$ cat config.mk
export PLATFORM = sky130hd
export DESIGN_NAME = fabric_arb2_sched
export DESIGN_NICKNAME = d
export VERILOG_FILES = /design/src/rtl/fabric_arb2_sched.sv
export SDC_FILE = /design/constraint.sdc
export NUM_CORES = 1
export LEC_CHECK = 0
export BUFFER_PORTS_ARGS = -buffer_cell sky130_fd_sc_hd__buf_4
export CAP_MARGIN = 20
export CORE_AREA = 2 2 149 151
export CTS_CLUSTER_DIAMETER = 50
export DETAILED_ROUTE_END_ITERATION = 8
export DIE_AREA = 0 0 151 153
export SKIP_LAST_GASP = 1
export SLEW_MARGIN = 15
export SYNTH_ARGS = -nofsm -noshare
export SYNTH_HDL_FRONTEND = slang
export SYNTH_SLANG_ARGS = --single-unit
$ cat constraint.sdc
create_clock -name clk -period 2 [get_ports clk]
set_input_delay 0.1 -clock clk [delete_from_list [all_inputs] [get_ports clk]]
set_output_delay 0.1 -clock clk [all_outputs]
set_load 0.1 [all_outputs]
$ cat src/rtl/fabric_arb2_sched.sv
// Two-master to one-slave request scheduler with round-robin grant.
// Keeps one transaction in flight and has an optional response timeout.
module fabric_arb2_sched #(
  parameter int          ADDR_W            = 32,
  parameter int          DATA_W            = 32,
  parameter int          ID_W              = 4,
  parameter int          ATTR_W            = 8,
  parameter int          TIMEOUT_CYC       = 256,
  parameter logic [7:0]  RESP_TIMEOUT_CODE = 8'hFE
) (
  input  logic                  clk,
  input  logic                  rst_n,
  input  logic [1:0]            m_req_valid,
  output logic [1:0]            m_req_ready,
  input  logic [2*8-1:0]        m_req_op,
  input  logic [2*ADDR_W-1:0]   m_req_addr,
  input  logic [2*DATA_W-1:0]   m_req_wdata,
  input  logic [2*DATA_W/8-1:0] m_req_wstrb,
  input  logic [2*3-1:0]        m_req_size,
  input  logic [2*ATTR_W-1:0]   m_req_attr,
  input  logic [2*ID_W-1:0]     m_req_id,
  output logic [1:0]            m_rsp_valid,
  input  logic [1:0]            m_rsp_ready,
  output logic [DATA_W-1:0]     m_rsp_rdata,
  output logic [7:0]            m_rsp_code,
  output logic [ID_W-1:0]       m_rsp_id,
  output logic                  s_req_valid,
  input  logic                  s_req_ready,
  output logic [7:0]            s_req_op,
  output logic [ADDR_W-1:0]     s_req_addr,
  output logic [DATA_W-1:0]     s_req_wdata,
  output logic [DATA_W/8-1:0]   s_req_wstrb,
  output logic [2:0]            s_req_size,
  output logic [ATTR_W-1:0]     s_req_attr,
  output logic [ID_W-1:0]       s_req_id,
  input  logic                  s_rsp_valid,
  output logic                  s_rsp_ready,
  input  logic [DATA_W-1:0]     s_rsp_rdata,
  input  logic [7:0]            s_rsp_code,
  input  logic [ID_W-1:0]       s_rsp_id,
  output logic                  busy,
  output logic                  owner,
  output logic                  stray_rsp
);

  localparam int SW = DATA_W / 8;
  localparam int CW = (TIMEOUT_CYC > 0) ?
                      $clog2(TIMEOUT_CYC + 1) : 1;
  localparam bit TO_EN = (TIMEOUT_CYC != 0);
  localparam logic [CW-1:0] TO_LAST = CW'(TIMEOUT_CYC - 1);

  typedef struct packed {
    logic [7:0]        op;
    logic [ADDR_W-1:0] addr;
    logic [DATA_W-1:0] wdata;
    logic [SW-1:0]     wstrb;
    logic [2:0]        size;
    logic [ATTR_W-1:0] attr;
    logic [ID_W-1:0]   id;
  } req_t;

  typedef enum logic [1:0] {
    IDLE, ISSUE, WAIT, RESP
  } state_t;

  state_t            state;
  req_t              req;
  req_t              sel;
  logic              win;
  logic              last_grant;
  logic              accept;
  logic              id_hit;
  logic [CW-1:0]     cnt;
  logic [DATA_W-1:0] rsp_rdata;
  logic [7:0]        rsp_code;

  always_comb begin
    win = 1'b0;
    unique case (1'b1)
      (m_req_valid == 2'b11): win = ~last_grant;
      (m_req_valid == 2'b10): win = 1'b1;
      default:                win = 1'b0;
    endcase
  end

  always_comb begin
    sel = '0;
    if (win)
      sel = {m_req_op[15:8],
             m_req_addr[2*ADDR_W-1:ADDR_W],
             m_req_wdata[2*DATA_W-1:DATA_W],
             m_req_wstrb[2*SW-1:SW],
             m_req_size[5:3],
             m_req_attr[2*ATTR_W-1:ATTR_W],
             m_req_id[2*ID_W-1:ID_W]};
    else
      sel = {m_req_op[7:0],
             m_req_addr[ADDR_W-1:0],
             m_req_wdata[DATA_W-1:0],
             m_req_wstrb[SW-1:0],
             m_req_size[2:0],
             m_req_attr[ATTR_W-1:0],
             m_req_id[ID_W-1:0]};
  end

  assign m_req_ready = (rst_n && state == IDLE) ?
                       (m_req_valid & (win ? 2'b10 : 2'b01)) :
                       2'b00;
  assign accept      = |m_req_ready;
  assign s_rsp_ready = rst_n && (state != RESP);
  assign id_hit      = (s_rsp_id == req.id);

  assign s_req_valid = (state == ISSUE);
  assign s_req_op    = req.op;
  assign s_req_addr  = req.addr;
  assign s_req_wdata = req.wdata;
  assign s_req_wstrb = req.wstrb;
  assign s_req_size  = req.size;
  assign s_req_attr  = req.attr;
  assign s_req_id    = req.id;

  assign m_rsp_valid = (state == RESP) ?
                       (owner ? 2'b10 : 2'b01) : 2'b00;
  assign m_rsp_rdata = rsp_rdata;
  assign m_rsp_code  = rsp_code;
  assign m_rsp_id    = req.id;
  assign busy        = (state != IDLE);

  always_ff @(posedge clk or negedge rst_n) begin
    if (!rst_n) begin
      state      <= IDLE;
      req        <= '0;
      owner      <= 1'b0;
      last_grant <= 1'b1;
      cnt        <= '0;
      rsp_rdata  <= '0;
      rsp_code   <= '0;
      stray_rsp  <= 1'b0;
    end else begin
      if (s_rsp_valid && s_rsp_ready &&
          !(state == WAIT && id_hit))
        stray_rsp <= 1'b1;
      unique case (state)
        IDLE: if (accept) begin
          req        <= sel;
          owner      <= win;
          last_grant <= win;
          state      <= ISSUE;
        end
        ISSUE: if (s_req_ready) begin
          cnt   <= '0;
          state <= WAIT;
        end
        WAIT: begin
          // a matching response beats a same-cycle timeout
          if (s_rsp_valid && id_hit) begin
            rsp_rdata <= s_rsp_rdata;
            rsp_code  <= s_rsp_code;
            state     <= RESP;
          end else begin
            if (cnt != '1)
              cnt <= cnt + CW'(1);
            if (TO_EN && cnt == TO_LAST) begin
              rsp_rdata <= '0;
              rsp_code  <= RESP_TIMEOUT_CODE;
              state     <= RESP;
            end
          end
        end
        RESP: if (m_rsp_ready[owner])
          state <= IDLE;
        default: state <= IDLE;
      endcase
    end
  end

endmodule
After elaboration in Yosys (flattened, before gate mapping)
Index checks and enable logic that the tools add are counted.

word-level totals
  word-level logic and storage cells = 71
  bits in registers = 145
  output and inout bits = 144
  input bits = 234

operators by class
  mux-type cells = 22
  order comparisons = 1
  bitwise gates (word level) = 2
  equal/unequal tests = 15
  reduce and logical (&&, ||, !) cells = 16
  add/subtract/negate cells = 1

operators with widths
  operator                                                     number
  2-to-1 mux 91 bit                                            1
  2-to-1 mux 32 bit                                            2
  2-to-1 mux 9 bit                                             3
  2-to-1 mux 2 bit                                             9
  case mux 9 bit (2 select lines)                              1
  2-to-1 mux 8 bit                                             2
  adder 9 x 1 -> 9 bit (second input constant)                 1
  == test 9 x 8 -> 1 bit (second input constant)               1
  inequality test 9 bit (second input constant)                1
  == test 2 bit (second input constant)                        4
  case mux 2 bit (4 select lines)                              1
  AND reduction 4 bit                                          2
  logical AND 1 bit                                            6
  inequality test 2 x 1 -> 1 bit (second input constant)       3
  inequality test 2 bit (second input constant)                3
  nonzero test 2 bit                                           3
  == test 4 bit                                                1
  AND reduction 2 bit                                          2
  inequality test 3 x 1 -> 1 bit (second input constant)       1
  AND 2 bit                                                    1
  == test 2 x 1 -> 1 bit (second input constant)               1
  logical NOT 2 bit                                            1
  less-than comparator 1 x 2 -> 1 bit (second input constant)  1
  2-to-1 mux 1 bit                                             2
  other kinds (4)                                              4

Longest topological paths before layout
Gate-level depths: netlist (run 1).

  depth after elaboration = 8
  depth in mapped cells = 9
  depth with buffers taken out = 8

Least setup slack after synthesis (run 1)
Ideal clock, no wire load.

  kind = flip-flop to flip-flop
  from = reg state[1]
  to = reg cnt[0]
  clock period less this slack = 2517 ps
  stages on the path, launching flop included = 7
  required time = 1875 ps
  setup slack = -517 ps
  arrival time = 2392 ps
  setup time = 125 ps
  buffers on the path = 0
  cell sequence = dfrtp_1 > inv_1 > ha_1 > nor2b_1 > o21ai_0 > a21oi_1 > mux2_2

between the ends
  word-level cells in the longest chain between the ends = 3

RTL lines
  item                                                                                   line  RTL
  start, declared                                                                        66    state_t state;
  start signal, assigned                                                                 131   state <= IDLE;
  start signal, assigned                                                                 148   state <= ISSUE;
  start signal, assigned                                                                 152   state <= WAIT;
  == test 2 x 1 -> 1 bit *                                                               --
  named net s_req_valid                                                                  27    output logic s_req_valid,
  inequality test 2 x 1 -> 1 bit (no source line) or nonzero test 2 bit (tied branches)  --
  AND reduction 4 bit (no source line)                                                   --
  end signal, assigned                                                                   162   cnt <= cnt + CW'(1);
  end, declared                                                                          73    logic [CW-1:0] cnt;

The timed path passes the listed nets; every way through them passes the cells marked *.
A chain may end at the register's enable or synchronous reset.

Worst setup path in the final report (run 1)
  from = reg cnt[1]
  to = reg cnt[0]

between the ends
  word-level cells in the longest chain between the ends = 3

RTL lines
  item                                             line  RTL
  inequality test 9 bit                            161   if (cnt != '1)
  inequality test 2 x 1 -> 1 bit (no source line)  --
  AND reduction 4 bit (no source line)             --

Every way passes these cells.

==> summary.txt, run 1 <==
Floorplan
  • Number of standard-cell rows in the floorplan: 54
  • Initial core utilization: 31.8%
  • Die outline area: 23100 µm²
  • Die boundary width: 151 µm
  • Ports placed on the boundary: 378
  • Die extent in y: 153 µm
  • Core region area: 21500 µm²

Setup path
  • Crit path capture type: flip-flop
  • Startpoint-to-endpoint class of the critical path: flip-flop to flip-flop
  • R2r setup slk: 0.04 ns
  • Cell-by-cell listing of the critical path: ha_4 > nand3_4 > nor3_4 > ha_2 > and2b_2 > o21ai_4 > a21oi_2 > mux2_2
  • Critical path required time: 2.30 ns
  • Biggest fanout along the worst timing path: 3
  • Startpoint kind of the worst setup timing path: flip-flop
  • Longest individual stage delay on the worst path: 0.41 ns
  • Critical-path top delay cell: sky130_fd_sc_hd__dfrtp_1
  • Cell class contributing the biggest share of worst-path delay: simple AND/OR/NAND/NOR gates
  • Endpoint arrival time on the critical path: 2.26 ns
  • Number of buffers and inverters on the critical path: 0

Timing
  • Hold Violations, Final: 0
  • Final critical delay including setup and external delays: 1.96 ns
  • Worst Skew: 0.0117 ns
  • Tightest Pin Transition: 0.821 ns
  • Headroom to the max-slew limit: 45.2%
  • Unrepaired setup endpoints after global routing: true
  • Pins Over Slew Limit: 0
  • # setup viols final: 0
  • Maximum achievable frequency: 510 MHz
  • Final clock period utilization by the worst path: 98.0%
  • Setup total negative slack: 0 ns

Logic synthesis
  • Count of mapped cells out of synthesis: 684
  • Summed instance area of the synthesized netlist: 6840 µm²
  • Sequential-to-total area share from yosys stat: 53.1%
  • Primary flip-flop cell chosen by synthesis mapping: sky130_fd_sc_hd__dfrtp_1
  • EDFF count, synth: 0
  • Yosys warns: 0
  • Unique cell type count in the Yosys netlist: 33
  • Syn avg cell area: 9.99 µm²
  • Share of synthesized flip-flops with an asynchronous set or reset: 100%
  • Post-Syn Nets: 926
  • Flip-flop and latch count after synthesis: 145

Global route
  • GRT Resource Usage Total: 20.9%
  • Via count of the first global-routing pass: 7222
  • Maximum number of pins on one net before global-route repair: 144
  • Number of antenna violations at the first check in global routing: 0
  • Wire length of the first global-routing pass: 37600 µm
  • Total global routing overflow: 0

Drt
  • First drt pass iteration count: 4
  • Count of antenna-violating nets left after detailed routing: 0
  • Vias after detailed routing: 7150
  • Routed wirelength normalized by instance count: 16.1 µm
  • Via density: 4.62
  • Post-detailed-route DRC marker count: 0
  • First DRT Iteration DRCs: 313
  • Routed wire length: 25000 µm

Place
  • Routability congestion estimate from global placement: 0.750
  • Total of buffers placed on input and output ports: 377
  • Placed Cells: 1316
  • Total cell area at the placement stage: 10100 µm²
  • Half-perimeter wire length of the detailed placement result: 16700 µm

Final layout
  • Most common cell after layout, fill and taps aside: sky130_fd_sc_hd__buf_4
  • Diodes inserted: 0
  • Area growth from synthesis to final layout: 88.4%
  • Area used by sequential logic in the layout: 3630 µm²
  • Number of filler cells placed in the layout: 1796
  • Footprint of the multi-input gates: 3060 µm²
  • Non-filler instance count after layout: 1549
  • Post-route cell area: 12900 µm²
  • Top library cells by usage in the layout, fill and taps aside: 400 x sky130_fd_sc_hd__buf_4, 192 x sky130_fd_sc_hd__dlygate4sd3_1, 140 x sky130_fd_sc_hd__dfrtp_1
  • Core occupancy in the finished layout: 59.9%
  • Fraction of layout cells with a size suffix above 1: 38.2%
  • Nets@finish: 1498

Status
  • Result of the run: finished, final reports clean

Clock tree
  • Clock edge transition at the registers on the reported setup and hold paths: 0.07 ns
  • Clock Path Buffers: 2
  • Total clock buffers created by CTS: 17
  • H-tree depth reported by CTS: 4
  • Clock latency of the later-clocked register in the worst-skew pair: 0.42 ns
  • TritonCTS clock tree: built
  • Clock net sink count: 145
  • Clk root buf: sky130_fd_sc_hd__clkbuf_16

Worst hold path
  • Hold/Removal Path Class: input pin to flip-flop

Flow run
  • Number of maximum-capacitance violations: 0
[area by class of cell]
type                       count  area share [%]
timing repair buffer         607            40.4
multi-input combinational    477            23.8
clock buffer                  17            3.30
sequential                   145            28.2
clock inverter                15            1.27
tap                          280            2.72
inverter                       8           0.262
[cell usage after synthesis (2+ instances only)]
master	number	area (µm²)
sky130_fd_sc_hd__o2111ai_1	2	17.5
sky130_fd_sc_hd__nor2_1	2	7.51
sky130_fd_sc_hd__o21ai_1	4	20.0
sky130_fd_sc_hd__buf_2	12	60.1
sky130_fd_sc_hd__nand2_1	140	526
sky130_fd_sc_hd__xor2_1	4	35.0
sky130_fd_sc_hd__a211oi_1	4	30.0
sky130_fd_sc_hd__clkbuf_1	22	82.6
sky130_fd_sc_hd__and3_1	2	12.5
sky130_fd_sc_hd__mux2i_1	101	1010
sky130_fd_sc_hd__inv_1	8	30.0
sky130_fd_sc_hd__nand3_1	44	220
sky130_fd_sc_hd__clkbuf_2	4	20.0
sky130_fd_sc_hd__ha_1	8	100
sky130_fd_sc_hd__buf_4	16	120
sky130_fd_sc_hd__and2_1	4	25.0
sky130_fd_sc_hd__mux2_2	2	22.5
sky130_fd_sc_hd__nor2b_1	4	25.0
sky130_fd_sc_hd__o211ai_1	2	15.0
sky130_fd_sc_hd__a21oi_1	9	45.0
sky130_fd_sc_hd__o21ai_0	129	646
sky130_fd_sc_hd__dfrtp_1	144	3600
sky130_fd_sc_hd__nand2b_1	7	43.8
[routing by layer]
| metal | GRT usage, % | vias up | wire, µm |
|---|---|---|---|
| li1 | - | 3501 | - |
| met1 | 23.9 | 3352 | 9840 |
| met2 | 38.1 | 264 | 13100 |
| met3 | 4.78 | 33 | 1510 |
| met4 | 6.76 | 0 | 547 |
| met5 | 0 | - | 0 |
[flip-flops by register name, indices dropped and copies added, names as in the netlist, 4 cells and up]
register / flops
s_req_addr: 32
m_rsp_rdata: 32
cnt: 9
s_req_wstrb: 4
m_rsp_code: 8
s_req_wdata: 32
m_rsp_id: 4
s_req_attr: 8
s_req_op: 8
[timing repair]
action,4_1_cts,5_1_grt
setup buffers,0,7
gates cloned,0,2
pin swaps,1,7
hold buffers,193,0
resized for setup,6,23
endpoints found under the setup margin,10,82
hold endpoints to repair,263,0
[worst min-delay path: cells and delay by family]
kind	cells	cell delay, ns
AOI/OAI and AO/OA	1	0.14
muxes	1	0.06
buffers and inverters	1	0.09
[kinds of logic after synthesis]
family                   after synthesis  synth area share, %
AND/OR/NAND/NOR                      206                 13.1
AO/OA/AOI/OAI                        156                 12.2
flip-flops                           145                 53.1
multiplexers                         103                 15.1
buffers and inverters                 62                 4.58
adder cells (fa/ha/maj)                8                 1.46
XOR/XNOR                               4                0.512
[path summary, 6_finish.rpt]
path,cells after the start,start,to
worst max-delay path,8,cnt[1]$_DFFE_PN0P_,cnt[0]$_DFFE_PN0P_
max in group asynchronous,3,rst_n,s_req_wdata[26]$_DFFE_PN0P_
min in group asynchronous,2,rst_n,state[0]$_DFFE_PN0P_
worst min register to register,2,s_req_attr[7]$_DFFE_PN0P_,s_req_attr[7]$_DFFE_PN0P_
worst min-delay path,3,m_req_addr[43],s_req_addr[11]$_DFFE_PN0P_
worst max register to register,8,cnt[1]$_DFFE_PN0P_,cnt[0]$_DFFE_PN0P_
[through the flow]
| stage | worst slack, ns | hold slack, ns |
|---|---|---|
| finish | 0.0408 | 0.000418 |
| global route | -0.0536 | 0.0113 |
| CTS | 0.00909 | 0.00103 |
| detailed placement | -0.0968 | -0.0916 |
| global placement | -0.0499 | -0.0926 |
| floorplan | -0.0809 | -0.196 |
Power of run 1 is left out: the tool's default activity adds up to more than one toggle a clock period on the data nets, which glitch-free logic cannot reach.
==> run 2: changes to the inputs <==
--- a/config.mk
+++ b/config.mk
@@ -11,6 +11,7 @@
 export CTS_CLUSTER_DIAMETER = 50
 export DETAILED_ROUTE_END_ITERATION = 8
 export DIE_AREA = 0 0 151 153
+export REMOVE_ABC_BUFFERS = 1
 export SKIP_LAST_GASP = 1
 export SLEW_MARGIN = 15
 export SYNTH_ARGS = -nofsm -noshare
==> summary.txt, run 2 (synthesis gave the netlist of run 1 again) <==
Status
  • Result of the run: complete, but fails checks
  • Failing checks: setup timing

Power and ir drop
  • Switching part of the total: 59.8%
  • Power dissipated by switching net loads: 0.0142 W
  • Lkg Pwr: 6.40 nW
  • Register share of total power: 20.9%
  • Worst IR Drop VDD: 1.06 mV
  • Final Power: 0.0237 W
  • Share of total power in the clock network: 13.6%
  • Ratio of total power to cell area: 1820 nW/µm²
  • Combinational Power Share: 65.5%
  • Internal power: 0.00953 W

Final layout
  • Fraction of layout cells with a size suffix above 1: 37.1%
  • Core occupancy in the finished layout: 60.6%
  • Nets@finish: 1526
  • Number of filler cells placed in the layout: 1744
  • Most common cell after layout, fill and taps aside: sky130_fd_sc_hd__buf_4
  • Post-route cell area: 13000 µm²
  • Top library cells by usage in the layout, fill and taps aside: 418 x sky130_fd_sc_hd__buf_4, 206 x sky130_fd_sc_hd__dlygate4sd3_1, 144 x sky130_fd_sc_hd__dfrtp_1
  • Area growth from synthesis to final layout: 90.4%

Floorplan
  • Die outline area: 23100 µm²
  • Die boundary width: 151 µm
  • Initial core utilization: 31.8%
  • Die extent in y: 153 µm
  • Ports placed on the boundary: 378
  • Number of standard-cell rows in the floorplan: 54
  • Core region area: 21500 µm²

Setup path
  • Biggest fanout along the worst timing path: 3
  • Endpoint arrival time on the critical path: 2.36 ns
  • Startpoint kind of the worst setup timing path: flip-flop
  • Critical path required time: 2.34 ns
  • Crit path capture type: flip-flop
  • Startpoint-to-endpoint class of the critical path: flip-flop to flip-flop

Timing
  • Headroom to the max-slew limit: 50.4%
  • Pins Over Slew Limit: 0
  • Smallest setup slack after layout: -0.0186 ns
  • # setup viols final: 1
  • Maximum achievable frequency: 495 MHz
  • Final critical delay including setup and external delays: 2.02 ns
  • Unrepaired setup endpoints after global routing: true
  • Final clock period utilization by the worst path: 101%
  • Hold Violations, Final: 0
  • Tightest Pin Transition: 0.745 ns
  • Worst Skew: 0.00836 ns

Clock tree
  • TritonCTS clock tree: built
  • Clock latency of the later-clocked register in the worst-skew pair: 0.42 ns
  • Clock Path Buffers: 2
  • H-tree depth reported by CTS: 4
  • Clk root buf: sky130_fd_sc_hd__clkbuf_16
  • Clock edge transition at the registers on the reported setup and hold paths: 0.06 ns
  • Clock net sink count: 145
  • Total clock buffers created by CTS: 17

Global route
  • Routing usage on met3: 4.90%
  • Total global routing overflow: 0
  • Maximum number of pins on one net before global-route repair: 63
  • Number of antenna violations at the first check in global routing: 1
  • Wire length of the first global-routing pass: 39700 µm
  • Via count of the first global-routing pass: 7473
  • GRT Resource Usage Total: 22.1%
  • Met1 demand-to-capacity share in global routing: 27.0%
  • Top Usage Layer GRT: met2
  • Met2 track demand over resource in global routing: 37.5%

Drt
  • Vias after detailed routing: 7305
  • First drt pass iteration count: 5
  • First DRT Iteration DRCs: 293
  • Routed wirelength normalized by instance count: 16.4 µm
  • Post-detailed-route DRC marker count: 0
  • Via density: 4.63
  • Count of antenna-violating nets left after detailed routing: 0
  • Routed wire length: 25900 µm

Place
  • Total of buffers placed on input and output ports: 377
  • Routability congestion estimate from global placement: 0.785
  • Worst slack after detailed placement: -0.0824 ns
  • Total cell area at the placement stage: 10200 µm²
  • Half-perimeter wire length of the detailed placement result: 17000 µm

Worst hold path
  • Hold/Removal Path Class: input pin to flip-flop

Flow run
  • Number of maximum-capacitance violations: 0
==> run 2: path summary, 6_finish.rpt <==
check,start,to,slack (ns),cells after the start
min in group asynchronous,rst_n,m_rsp_code[6]$_DFFE_PN0P_,0.07,2
min,m_req_wstrb[0],s_req_wstrb[0]$_DFFE_PN0P_,0.01,3
max,cnt[0]$_DFFE_PN0P_,cnt[7]$_DFFE_PN0P_,-0.02,8
max in group asynchronous,rst_n,s_req_wdata[28]$_DFFE_PN0P_,0.95,3
min reg2reg,stray_rsp$_DFFE_PN0P_,stray_rsp$_DFFE_PN0P_,0.47,1
max reg2reg,cnt[0]$_DFFE_PN0P_,cnt[7]$_DFFE_PN0P_,-0.02,8
==> run 2: per-stage QoR <==
step                setup TNS [ns]  instances  hold slack, ns
floorplan                  -634.10        630          -0.196
global placement           -0.0473       1334         -0.0625
detailed placement          -0.491       1334         -0.0638
CTS                              0       1572        0.000137
global route                -0.462       1578         0.00210
finish                     -0.0186       1578          0.0112
==> run 2: area by class of cell <==
cell class | count | area [µm²] | share of cell area [%]
clock buffers | 19 | 443 | 3.40
clock inverters | 13 | 153 | 1.17
inverters | 8 | 30.0 | 0.231
flip-flops and latches | 145 | 3630 | 27.9
repair buffers | 635 | 5410 | 41.6
well taps | 280 | 350 | 2.69
multi-input cells | 477 | 3000 | 23.0
diodes | 1 | 2.50 | 0.0192
==> run 2: power groups by stage <==
stage | logic (W) | clock network (W) | registers, W
floorplan | 0.00257 | 0 | 0.0138
global placement | 0.0150 | 0 | 0.00494
detailed placement | 0.0151 | 0 | 0.00498
CTS | 0.0155 | 0.00330 | 0.00494
global route | 0.0161 | 0.00343 | 0.00512
finish | 0.0155 | 0.00323 | 0.00495
==> run 2: repair_timing <==
item	4_1_cts	5_1_grt
hold endpoints to repair	247	0
hold buffers	206	0
setup endpoints to repair	9	56
pin swaps	1	3
resized for setup	8	12
setup buffers	0	4
cloned	0	1
==> run 2: layer usage <==
metal  share of wire, %  wire length, µm
met1                 39            10200
met5                  0                0
met3                6.9             1780
met2                 50            13000
met4                3.6              937
==> run 2: worst max-delay path, cell delays in order, from the launching register on <==
cell,delay [ns]
sky130_fd_sc_hd__dfrtp_1,0.38
sky130_fd_sc_hd__ha_2,0.21
sky130_fd_sc_hd__nand3_4,0.10
sky130_fd_sc_hd__nor3_4,0.05
sky130_fd_sc_hd__ha_2,0.16
sky130_fd_sc_hd__and2b_2,0.26
sky130_fd_sc_hd__o2111ai_4,0.18
sky130_fd_sc_hd__a2111oi_4,0.39
sky130_fd_sc_hd__mux2i_1,0.22
Power figures use the tool's default switching activity.
